File: src/rtl/serial_paralelo_rx.sv
// serial_paralelo_rx: receive-side deserializer for one lane.
// Hunts for the COMMA symbol with a bit-sliding window. Locks after
// LOCK_COUNT consecutive commas at the same word phase. Once locked it
// emits one parallel byte per WIDTH serial bits and treats commas as idle.
// Optional feature: define SERPAR_LOCK_LOSS_EN to drop lock after 16
// consecutive non-comma word boundaries.
module serial_paralelo_rx #(
  parameter int               WIDTH      = 8,
  parameter logic [WIDTH-1:0] COMMA      = 8'hBC,
  parameter int               LOCK_COUNT = 4
) (
  input  logic             clk_32f,
  input  logic             reset,
  input  logic             data_in,
  output logic [WIDTH-1:0] data_out,
  output logic             valid_out,
  output logic             byte_stb,
  output logic             active,
  output logic             comma_seen
);

  localparam int CNT_W = (WIDTH > 1) ? $clog2(WIDTH) : 1;

  typedef enum logic [1:0] {SEARCH, ALIGN, LOCKED} state_t;

  state_t           state, state_nx;
  logic [WIDTH-1:0] sr, sr_next;
  logic [CNT_W-1:0] bit_cnt, bit_cnt_nx;
  logic [3:0]       bc_cnt, bc_cnt_nx, bc_inc;
  logic [WIDTH-1:0] data_nx;
  logic             valid_nx, stb_nx, active_nx, cs_nx;
  logic             boundary, is_comma;
`ifdef SERPAR_LOCK_LOSS_EN
  logic [4:0]       gap_cnt, gap_nx;
`endif

  assign sr_next  = {sr[WIDTH-2:0], data_in};
  assign boundary = (bit_cnt == CNT_W'(WIDTH - 1));
  assign is_comma = (sr_next == COMMA);
  assign bc_inc   = bc_cnt + 4'd1;

  // Next-state and next-output decode for the alignment FSM.
  always_comb begin
    // NOTE: every variable gets a default before the case so no path leaves
    // one unassigned, which would otherwise infer a latch.
    state_nx   = state;
    bit_cnt_nx = boundary ? '0 : bit_cnt + CNT_W'(1);
    bc_cnt_nx  = bc_cnt;
    data_nx    = data_out;
    valid_nx   = valid_out;
    stb_nx     = 1'b0;
    cs_nx      = 1'b0;
    active_nx  = active;
`ifdef SERPAR_LOCK_LOSS_EN
    gap_nx     = gap_cnt;
`endif
    unique case (state)
      SEARCH: begin
        // Sliding window: any bit phase may hold the first comma.
        bit_cnt_nx = '0;
        if (is_comma) begin
          bc_cnt_nx = 4'd1;
          if (LOCK_COUNT == 1) begin
            state_nx  = LOCKED;
            active_nx = 1'b1;
          end else begin
            state_nx = ALIGN;
          end
        end
      end
      ALIGN: begin
        // Only commas on the phase fixed by the first one count.
        if (boundary) begin
          if (is_comma) begin
            cs_nx     = 1'b1;
            bc_cnt_nx = bc_inc;
            if (bc_inc == 4'(LOCK_COUNT)) begin
              state_nx  = LOCKED;
              active_nx = 1'b1;
            end
          end else begin
            bc_cnt_nx = '0;
            state_nx  = SEARCH;
          end
        end
      end
      LOCKED: begin
        if (boundary) begin
          stb_nx = 1'b1;
          if (is_comma) begin
            // Idle symbol: keep the last payload byte, flag it stale.
            cs_nx    = 1'b1;
            valid_nx = 1'b0;
`ifdef SERPAR_LOCK_LOSS_EN
            gap_nx   = '0;
`endif
          end else begin
`ifdef SERPAR_LOCK_LOSS_EN
            if (gap_cnt == 5'd15) begin
              // Sixteenth comma-free word in a row: alignment is suspect.
              state_nx   = SEARCH;
              active_nx  = 1'b0;
              valid_nx   = 1'b0;
              bc_cnt_nx  = '0;
              bit_cnt_nx = '0;
              gap_nx     = '0;
            end else begin
              gap_nx   = gap_cnt + 5'd1;
              data_nx  = sr_next;
              valid_nx = 1'b1;
            end
`else
            data_nx  = sr_next;
            valid_nx = 1'b1;
`endif
          end
        end
      end
      default: state_nx = SEARCH;
    endcase
  end

  // State, shift register, counters and registered outputs.
  always_ff @(posedge clk_32f or negedge reset) begin
    if (!reset) begin
      state      <= SEARCH;
      sr         <= '0;
      bit_cnt    <= '0;
      bc_cnt     <= '0;
      data_out   <= '0;
      valid_out  <= 1'b0;
      byte_stb   <= 1'b0;
      active     <= 1'b0;
      comma_seen <= 1'b0;
`ifdef SERPAR_LOCK_LOSS_EN
      gap_cnt    <= '0;
`endif
    end else begin
      // NOTE: non-blocking assignments so every register samples the values
      // from before this edge, independent of statement order.
      state      <= state_nx;
      sr         <= sr_next;
      bit_cnt    <= bit_cnt_nx;
      bc_cnt     <= bc_cnt_nx;
      data_out   <= data_nx;
      valid_out  <= valid_nx;
      byte_stb   <= stb_nx;
      active     <= active_nx;
      comma_seen <= cs_nx;
`ifdef SERPAR_LOCK_LOSS_EN
      gap_cnt    <= gap_nx;
`endif
    end
  end

endmodule

File: config.mk
export PLATFORM = sky130hd
export DESIGN_NAME = serial_paralelo_rx
export DESIGN_NICKNAME = d
export VERILOG_FILES = /design/src/rtl/serial_paralelo_rx.sv
export SDC_FILE = /design/constraint.sdc
export NUM_CORES = 1
export LEC_CHECK = 0
export CORE_UTILIZATION = 50
export CTS_CLUSTER_SIZE = 20
export DETAILED_ROUTE_END_ITERATION = 8
export GPL_ROUTABILITY_DRIVEN = 0
export GPL_TIMING_DRIVEN = 0
export HOLD_SLACK_MARGIN = 0.06
export PLACE_DENSITY = 0.73
export SLEW_MARGIN = 5
export SYNTH_ARGS = -nofsm -noshare
export SYNTH_HDL_FRONTEND = slang
export SYNTH_SLANG_ARGS = --single-unit
File: constraint.sdc
create_clock -name clk_32f -period 3.8 [get_ports clk_32f]
set_clock_uncertainty 0.1 [all_clocks]
set_input_delay 0.57 -clock clk_32f [delete_from_list [all_inputs] [get_ports clk_32f]]
set_output_delay 0.57 -clock clk_32f [all_outputs]
set_load 0.02 [all_outputs]
==> flow_metrics.py <==
metrics = {
    "run_status": {
        "outcome": "complete, no violations",
    },
    "floorplan": {
        "core-area_sq_um": 2280,
        "io-pin-count": 15,
        "rows": 17,
        "die_x_microns": 51.7,
        "die_h_microns": 51.7,
        "initial_utilization_pct": 54.2,
        "dieArea_sq_um": 2670,
    },
    "routing": {
        "vias_per_cell": 5.64,
        "drt_iter0_markers": 7,
        "post_drt_wl_per_cell_microns": 15.3,
        "first_pass_iters": 4,
        "ant_nets": 0,
        "finalWirelength_mm": 2.13,
        "vias": 784,
        "drc_errors": 0,
    },
    "finish": {
        "syn_to_final_growth_pct": 15.6,
        "final_util_pct": 62.7,
        "nNetsFinal": 123,
        "fin_area_sq_um": 1430,
        "antenna_cells": 0,
        "drive_gt1_share_pct": 14.4,
    },
    "power_and_ir_drop": {
        "ir_worst_vdd_mv": 0.281,
        "pwr-share-comb_pct": 7.0,
        "p_leak_nw": 0.672,
        "p_int_uw": 351,
        "power_uw": 461,
        "swShare_pct": 23.9,
        "clock_power_share_pct": 25.8,
        "seq_power_share_pct": 67.1,
        "p_per_area_nw_per_um2": 324,
        "p_sw_uw": 110,
    },
    "clock_tree": {
        "clkTransAtPathRegs_ps": 140,
        "cts_resized": 0,
        "htreeDepth": 1,
        "cts_buffer_depth": 2,
        "post_cts_buffers": 0,
        "hold_buffers": 0,
        "numCtsBuffers": 3,
        "numClockSinks": 28,
        "insertion_delay_ps": 320,
        "cts_root_buf": "clkbuf_4",
        "cts_tree": "built",
    },
    "synthesis": {
        "synthTopCellsByArea": "dfrtp_1, ha_1, mux2_2",
        "syn-num-nets": 104,
        "ys.flop_type": "dfrtp_1",
        "ys_warn_count": 0,
        "yosys.area_share.adder_pct": 7.10,
        "synth_top_area_share_pct": 56.8,
        "synth_compound_gate_area_share_pct": 15.1,
        "synthCells": 94,
        "synth.largest_area_cell": "dfrtp_1",
        "synth-edff-count": 0,
        "yosys.cell_types.count": 34,
        "syn_area_per_cell_sq_um": 13.1,
        "yosys.area_share.simple_pct": 11.0,
        "ys_seq_area_share_pct": 56.8,
        "synthXorXnorAreaFrac_pct": 0,
        "syn_area_sq_um": 1230,
        "ys_seq_elements": 28,
        "synthMuxAreaShare_pct": 7.30,
        "synth-async-reset-ratio_pct": 100,
        "synth_top_family_by_area": "compound AO/OA/AOI/OAI gates",
    },
    "worst_setup_path": {
        "r2r_start": "sr[5]$_DFF_PN0_",
        "critPathMaxFanout": 9,
        "endpoint_kind": "flop",
        "timing.rr.end": "data_out[3]$_DFFE_PN0P_",
        "critPathArrivalTime_ps": 2350,
        "cp_data_required_time_ps": 3930,
        "cp-start-kind": "input port",
        "reg2reg_depth": 4,
        "r2r_slack_ps": 1780,
        "worstSetupPathType": "input port to flop",
    },
    "timing": {
        "period_share_pct": 58.6,
        "finalSetupViolations": 0,
        "hold_violations": 0,
        "min_period_ps": 2230,
        "fmax_mhz": 449,
        "fin_setup_tns_ps": 0,
        "rsz0062_at_grt": "false",
        "worst_pin_slew_ps": 612,
        "slew_headroom_pct": 59.2,
        "slew_violations": 0,
    },
    "placed_design": {
        "dp_hpwl_mm": 1.47,
        "placed_cell_area_sq_um": 1410,
        "io_buffers": 14,
    },
    "grt": {
        "grt.overflow.total": 0,
        "grt_pass1_wl_mm": 3.46,
        "grt_start_max_net_pins": 29,
        "antenna_found_initial": 0,
        "track_usage_pct": 18.4,
        "grt_pass1_vias": 765,
    },
    "worst_hold_path": {
        "worstHoldPathType": "input port to asynchronous set/reset pin",
    },
    "run": {
        "max_cap_viol_count": 0,
    },
}
-- power by group through the flow --
stage,Clock [mW],Sequential (mW),Combinational [mW]
2_1_floorplan,0,0.314,0.0198
3_3_place_gp,0,0.315,0.0319
3_5_place_dp,0,0.315,0.0330
4_1_cts,0.124,0.310,0.0331
5_1_grt,0.134,0.310,0.0369
6_report,0.119,0.310,0.0324
-- per-stage QoR --
stage | setup slack [ps] | hold slack, ps | std cells
4_1_cts | 1570 | 322 | 139
5_1_grt | 1530 | 164 | 139
3_5_place_dp | 1210 | 289 | 136
3_3_place_gp | 1230 | 278 | 136
6_report | 1570 | 133 | 139
2_1_floorplan | 1770 | 174 | 94
-- placed cells by master (no fill, tap or decap), types with 2 or more instances in the layout --
cell type / n
a21oi_1: 4
clkbuf_4: 3
clkdlybuf4s50_1: 13
a21o_1: 2
and2_1: 2
nand3_1: 2
o31ai_1: 3
mux2_2: 7
a22o_1: 6
nor2b_1: 4
inv_1: 6
ha_1: 7
dfrtp_1: 28
-- critical path, stage by stage --
cell and delay [ps]:
clkdlybuf4s50_1 430, or4b_1 470, buf_4 190, o21ai_4 310, mux2_2 380
-- cell usage after synthesis (all sizes together) (2+ instances only) --
cell type / n
o31ai: 3
ha: 7
nand3: 2
and2: 2
dfrtp: 28
nor3: 2
a21oi: 4
a22o: 6
mux2: 8
nor2b: 4
o21ai: 4
a21o: 2
inv: 6
-- how the worst max path moves through the flow --
stage             from                       to  slack, ps  cells past startpoint
3_3_place_gp   data_in  data_out[7]$_DFFE_PN0P_       1230                      5
5_1_grt        data_in  data_out[7]$_DFFE_PN0P_       1530                      5
2_1_floorplan  data_in  data_out[0]$_DFFE_PN0P_       1770                      4
4_1_cts        data_in  data_out[7]$_DFFE_PN0P_       1570                      5
3_5_place_dp   data_in  data_out[7]$_DFFE_PN0P_       1210                      5
6_report       data_in  data_out[3]$_DFFE_PN0P_       1570                      5
-- cells by family (layout without fill, tap and decap cells) --
| group | Yosys count | count (layout) |
|---|---|---|
| AOI/OAI and AO/OA | 24 | 24 |
| adders and majority gates | 7 | 7 |
| buffers and inverters | 8 | 25 |
| DFF | 28 | 28 |
| muxes | 8 | 8 |
| and+or+nand+nor | 19 | 19 |
-- state kept, by name, summed over array words and instances (netlist names) --
signal	cells
active	1
bc_cnt	4
bit_cnt	3
byte_stb	1
comma_seen	1
data_out	8
sr	7
state	2
valid_out	1
-- cell type report --
cell class                      instances  area (sq um)
Inverter                                6          22.5
Multi-Input combinational cell         58           499
Sequential cell                        28           701
Timing Repair Buffer                   14           135
Fill cell                             184           850
Clock buffer                            3          22.5
Buffer                                  2          11.3
Tap cell                               28          35.0
-- routing by layer --
metal  part of all wire [%]  GRT usage, %  wire (microns)
met1                     52          24.8            1120
met2                     42          28.6             904
met3                    4.0          5.56              85
met4                    1.2          5.41              26
met5                      0             0               0
(Power assumes the default switching activity.)
